--- config.mk ---
export PLATFORM = sky130hd
export DESIGN_NAME = parking_gate_ctrl
export DESIGN_NICKNAME = d
export VERILOG_FILES = /design/src/rtl/parking_pkg.sv /design/src/rtl/gate_barrier_timer.sv /design/src/rtl/parking_gate_ctrl.sv
export SDC_FILE = /design/constraint.sdc
export NUM_CORES = 1
export LEC_CHECK = 0
export ABC_AREA = 1
export CORE_ASPECT_RATIO = 1.25
export CORE_MARGIN = 3
export CORE_UTILIZATION = 47
export CTS_BUF_LIST = sky130_fd_sc_hd__clkbuf_16
export CTS_CLUSTER_SIZE = 30
export DETAILED_ROUTE_END_ITERATION = 10
export HOLD_SLACK_MARGIN = 0.1
export PLACE_DENSITY = 0.79
export SLEW_MARGIN = 25
export SYNTH_ARGS = -nofsm -noshare
export SYNTH_HDL_FRONTEND = slang
export SYNTH_SLANG_ARGS = --single-unit
--- constraint.sdc ---
create_clock -name clk -period 2 [get_ports clk]
set_clock_uncertainty 0.15 [all_clocks]
set_input_delay 0.5 -clock clk [delete_from_list [all_inputs] [get_ports clk]]
set_output_delay 0.5 -clock clk [all_outputs]
set_load 0.02 [all_outputs]
--- src/rtl/parking_pkg.sv ---
// rtl/parking_pkg.sv - shared widths and FSM state types for the parking gate controller
package parking_pkg;

    localparam int SLOT_W = 3;
    localparam int CODE_W = 8;

    typedef enum logic [1:0] {
        E_IDLE,
        E_REQ,
        E_OPEN,
        E_FULL
    } entry_state_t;

    typedef enum logic [2:0] {
        X_IDLE,
        X_REQ,
        X_OPEN,
        X_DENY,
        X_LOCK
    } exit_state_t;

    function automatic int max2(input int a, input int b);
        return (a > b) ? a : b;
    endfunction

endpackage

--- src/rtl/gate_barrier_timer.sv ---
// rtl/gate_barrier_timer.sv - holds a barrier open until its beam clears or TIMEOUT cycles pass
module gate_barrier_timer #(
    parameter int TIMEOUT = 32,
    parameter int TW      = 6
) (
    input  logic clk,
    input  logic rst,
    input  logic start,
    input  logic clear_beam,
    output logic gate_open,
    output logic done
);

    localparam logic [TW-1:0] LAST = TW'(TIMEOUT - 1);

    logic [TW-1:0] cnt;

    // done marks the final open cycle; the gate drops at the following edge
    assign done = gate_open && (clear_beam || (cnt == LAST));

    always_ff @(posedge clk) begin
        if (rst) begin
            gate_open <= 1'b0;
            cnt       <= '0;
        end else if (start) begin
            gate_open <= 1'b1;
            cnt       <= '0;
        end else if (gate_open) begin
            if (done) begin
                gate_open <= 1'b0;
            end else begin
                cnt <= cnt + TW'(1);
            end
        end
    end

endmodule

--- src/rtl/parking_gate_ctrl.sv ---
// rtl/parking_gate_ctrl.sv - entry/exit barrier controller driving the slot allocate/release handshakes
module parking_gate_ctrl
    import parking_pkg::*;
#(
    parameter int TIMEOUT     = 32,
    parameter int MAX_TRIES   = 3,
    parameter int LOCK_CYCLES = 16
) (
    input  logic              clk,
    input  logic              rst,
    input  logic              entry_sensor,
    input  logic              entry_clear,
    input  logic              exit_sensor,
    input  logic              exit_present,
    input  logic [SLOT_W-1:0] exit_slot,
    input  logic [CODE_W-1:0] exit_code,
    input  logic              exit_clear,
    output logic              alloc_req,
    input  logic              alloc_ack,
    input  logic              alloc_ok,
    input  logic [SLOT_W-1:0] alloc_slot,
    input  logic [CODE_W-1:0] alloc_code,
    output logic              rel_req,
    output logic [SLOT_W-1:0] rel_slot,
    output logic [CODE_W-1:0] rel_code,
    input  logic              rel_ack,
    input  logic              rel_ok,
    output logic              entry_gate_open,
    output logic              exit_gate_open,
    output logic              ticket_valid,
    output logic [SLOT_W-1:0] ticket_slot,
    output logic [CODE_W-1:0] ticket_code,
    output logic              full_flag,
    output logic              deny,
    output logic              alarm
);

    localparam int TW = $clog2(max2(TIMEOUT, LOCK_CYCLES) + 1);
    localparam int CW = $clog2(MAX_TRIES + 1);

    localparam logic [CW-1:0] TRIES_MAX = CW'(MAX_TRIES);
    localparam logic [TW-1:0] LOCK_LAST = TW'(LOCK_CYCLES - 1);

    entry_state_t e_state, e_next;
    exit_state_t  x_state, x_next;

    logic          e_grant, e_refuse, e_done, e_deny_q;
    logic          x_accept, x_match, x_miss, x_done, lock_last;
    logic [CW-1:0] tries, tries_inc;
    logic [TW-1:0] lock_cnt;

    // acks only count while the matching request is up
    assign e_grant   = (e_state == E_REQ) && alloc_ack && alloc_ok;
    assign e_refuse  = (e_state == E_REQ) && alloc_ack && !alloc_ok;
    assign x_accept  = (x_state == X_IDLE) && exit_present && exit_sensor;
    assign x_match   = (x_state == X_REQ) && rel_ack && rel_ok;
    assign x_miss    = (x_state == X_REQ) && rel_ack && !rel_ok;
    assign tries_inc = (tries == TRIES_MAX) ? tries : tries + CW'(1);
    assign lock_last = (lock_cnt == LOCK_LAST);

    assign alloc_req = (e_state == E_REQ);
    assign rel_req   = (x_state == X_REQ);
    assign alarm     = (x_state == X_LOCK);
    assign deny      = e_deny_q || (x_state == X_DENY);

    gate_barrier_timer #(.TIMEOUT(TIMEOUT), .TW(TW)) u_entry_timer (
        .clk        (clk),
        .rst        (rst),
        .start      (e_grant),
        .clear_beam (entry_clear),
        .gate_open  (entry_gate_open),
        .done       (e_done)
    );

    gate_barrier_timer #(.TIMEOUT(TIMEOUT), .TW(TW)) u_exit_timer (
        .clk        (clk),
        .rst        (rst),
        .start      (x_match),
        .clear_beam (exit_clear),
        .gate_open  (exit_gate_open),
        .done       (x_done)
    );

    always_comb begin
        e_next = e_state;
        case (e_state)
            E_IDLE:  if (entry_sensor) e_next = E_REQ;
            E_REQ:   if (alloc_ack) e_next = alloc_ok ? E_OPEN : E_FULL;
            E_OPEN:  if (e_done) e_next = E_IDLE;
            E_FULL:  if (!entry_sensor) e_next = E_IDLE;
            default: e_next = E_IDLE;
        endcase
    end

    always_comb begin
        x_next = x_state;
        case (x_state)
            X_IDLE: if (x_accept) x_next = X_REQ;
            X_REQ: begin
                if (x_match) begin
                    x_next = X_OPEN;
                end else if (x_miss) begin
                    x_next = (tries_inc == TRIES_MAX) ? X_LOCK : X_DENY;
                end
            end
            X_DENY:  x_next = X_IDLE;
            X_OPEN:  if (x_done) x_next = X_IDLE;
            X_LOCK:  if (lock_last) x_next = X_IDLE;
            default: x_next = X_IDLE;
        endcase
    end

    always_ff @(posedge clk) begin
        if (rst) begin
            e_state      <= E_IDLE;
            x_state      <= X_IDLE;
            ticket_valid <= 1'b0;
            ticket_slot  <= '0;
            ticket_code  <= '0;
            e_deny_q     <= 1'b0;
            full_flag    <= 1'b0;
            rel_slot     <= '0;
            rel_code     <= '0;
            tries        <= '0;
            lock_cnt     <= '0;
        end else begin
            e_state      <= e_next;
            x_state      <= x_next;
            ticket_valid <= e_grant;
            e_deny_q     <= e_refuse;
            if (e_grant) begin
                ticket_slot <= alloc_slot;
                ticket_code <= alloc_code;
            end
            // a release landing with a refusal wins: the lot has a free slot again
            if (x_match || e_grant) begin
                full_flag <= 1'b0;
            end else if (e_refuse) begin
                full_flag <= 1'b1;
            end
            if (x_accept) begin
                rel_slot <= exit_slot;
                rel_code <= exit_code;
            end
            if ((x_state == X_IDLE) && !exit_sensor) begin
                tries <= '0;
            end else if (x_match) begin
                tries <= '0;
            end else if (x_miss) begin
                tries <= tries_inc;
            end else if ((x_state == X_LOCK) && lock_last) begin
                tries <= '0;
            end
            if (x_state != X_LOCK) begin
                lock_cnt <= '0;
            end else if (!lock_last) begin
                lock_cnt <= lock_cnt + TW'(1);
            end
        end
    end

endmodule
==> out/metrics.cfg <==
[floorplan]
start_util_pct=49.8
io_pins=63
core_um2=4490
die_x_um=67.7
fp-row-count=27
die_y_um=83.1
die-area_um2=5630

[sta]
maxSlewHeadroom_pct=72.8
worst_slew_pin_slew_ps=405
max_freq_ghz=0.527
setup_viol_count_final=0
finalHoldViolCount=0
final_max_slew_viol_count=0
setup-tns-final_ps=0
period_share_pct=94.9
rsz0062_at_grt=no
post-route-min-period_ps=1900

[synth]
synthTopCellsByCount=54 x nand2_1, 52 x dfxtp_1, 38 x inv_1
synthCells=285
synth.top_cell.area_share_pct=46.5
synth_area_um2=2240
yosys.area.top_type=dfxtp_1
synth_area_per_cell_um2=7.85
synth-seq-area-share_pct=46.5
yosys_register_bits=52
synth.area.top_cells=dfxtp_1 47%, nand2_1 9.1%, a21oi_1 6.7%
synth_fp_nets=321
yosysUniqueCellTypes=32
yosysMostFrequentCell=nand2_1
synth-edff-count=0
ys_async_sr_fraction_pct=0
ys.flop_type=dfxtp_1
ys_warn_count=0

[critical_path]
path_buf_inv=1
crit_path_top_delay_cell=clkdlybuf4s50_1
crit_arrival_ps=1250
path_class=flop to output pin
worst-r2r-cell-count=8
max_stage_delay_ps=610
crit_chain=clkdlybuf4s50_1
crit_family=buffers and inverters
end_kind=output pin
critPathLaunchType=flop
critical_path.max_fanout=3
cp_num_cells=1
cp.required_ps=1350

[placed_design]
hpwl_mm=3.63
gp_congestion=0.842
port_buffers=62
dp.cells=409

[final_layout]
drive_gt1_share_pct=10.6
nets=394
areaGrowthSynthToFinish_pct=38.2
fin_cells=416
diodes=0

[global_routing]
gr-usage-all-layers_pct=18.8
grt_pass1_vias=1998
grt_max_degree=23
grt_overflow_total=0
antenna_found_initial=0
grt_pass1_wl_mm=8.41

[power]
p_sw_mw=0.885
internal_power_mw=1.96
combPwrFrac_pct=30.2
sw_frac_of_total_pct=31.1
power.density_nw_per_um2=920
power.share.sequential_pct=42.1
power_frac_clock_pct=27.7
leakage_nw=1.24
ir_drop_mv=0.720

[outcome]
status=finished clean

[clock_network]
ctsHoldBuffers=0
insertion_delay_ps=280
clkSinkCount=52
cts_buffers=5
cts-root-buf=clkbuf_16
cts_tree=yes
post_cts_resized=4
h-tree-depth=2
clk_path_buf_depth=2
post-cts-setup-buffer-count=0
clkTransAtPathRegs_ps=60

[routing]
drtIter0Drc=104
wl_mm=4.80
ant_nets=0
via_per_inst=4.95
drcViolationCount=0
dr.pass1.iters=4
routedWlPerCell_um=11.5
vias=2059

[min_path]
hold_path_class=flop to flop
hold_depth=2

[job]
max-cap-violations=0

## metal layers
metal	GRT usage (%)	up-vias	wire (µm)
met2	33.3	61	2360
li1	-	1076	-
met4	4.61	0	50
met5	0	-	0
met1	20.1	917	1960
met3	7.44	5	428
## registers in the layout, summed over array words and instances, names as in the netlist
register and flops:
e_deny_q 1, e_state 2, full_flag 1, lock_cnt 6, rel_code 8, rel_slot 3, ticket_code 8, ticket_slot 3
ticket_valid 1, tries 2, u_entry_timer.cnt 6, u_entry_timer.gate_open 1, u_exit_timer.cnt 6, u_exit_timer.gate_open 1, x_state 3
## power by group through the flow
| stage | clock network, mW | registers [mW] | logic (mW) |
|---|---|---|---|
| 2_1_floorplan | 0 | 1.29 | 0.452 |
| 3_5_place_dp | 0 | 1.22 | 0.877 |
| 3_3_place_gp | 0 | 1.22 | 0.872 |
| 4_1_cts | 0.813 | 1.20 | 0.864 |
| 6_report | 0.788 | 1.20 | 0.859 |
| 5_1_grt | 0.853 | 1.22 | 0.964 |
## through the flow
step	hold slack [ps]	cell area (µm²)	utilization (%)	setup slack (ps)	power (mW)
floorplan	298	2240	-	491	1.74
global placement	279	2970	66.0	76.2	2.09
detailed placement	285	2970	66.0	38.6	2.10
CTS	301	3090	68.9	8.99	2.88
global route	324	3090	68.8	2.58	3.03
finish	296	3090	68.8	101	2.84
## cell type report
type / instances / area, µm²
Timing Repair Buffer: 71 / 681
Tap cell: 58 / 72.6
Clock inverter: 2 / 8.76
Clock buffer: 5 / 125
Fill cell: 374 / 1400
Sequential cell: 52 / 1040
Inverter: 44 / 168
Multi-Input combinational cell: 184 / 996
## layout by cell type, fill, tap and decap left out, types with 2 or more instances in the layout
| cell type | instances |
|---|---|
| nor2_4 | 4 |
| a22o_1 | 7 |
| nand2_1 | 54 |
| clkbuf_16 | 5 |
| dlygate4sd2_1 | 2 |
| a21oi_1 | 30 |
| clkdlybuf4s50_1 | 58 |
| nor2_2 | 2 |
| ha_1 | 3 |
| inv_1 | 39 |
| nor2_1 | 19 |
| xnor2_1 | 2 |
| nor3_1 | 6 |
| o21ai_1 | 2 |
| xor2_1 | 5 |
| nand2_4 | 2 |
| nand3_2 | 2 |
| nand4_1 | 2 |
| buf_4 | 9 |
| o21ai_0 | 20 |
| nand3_1 | 13 |
| inv_2 | 5 |
| o21bai_1 | 2 |
| a22o_2 | 4 |
| dfxtp_1 | 52 |
## cell families (layout without fill, tap and decap cells)
group | count (synthesis) | after routing | share of synthesized area [%]
xor+xnor | 7 | 7 | 2.74
buf+inv | 49 | 122 | 8.95
simple gates | 107 | 107 | 22.4
compound gates | 67 | 67 | 17.7
flops | 52 | 52 | 46.5
fa+ha+maj | 3 | 3 | 1.68
## final timing paths
check	start	end	slack, ps
worst max-delay path	u_exit_timer.gate_open	exit_gate_open	100
worst min-delay path	rel_slot[1]	rel_slot[1]	300
worst max register to register	lock_cnt[0]	x_state[1]	280
worst min register to register	rel_slot[1]	rel_slot[1]	300
No activity file was read; power rests on OpenSTA's default activity.
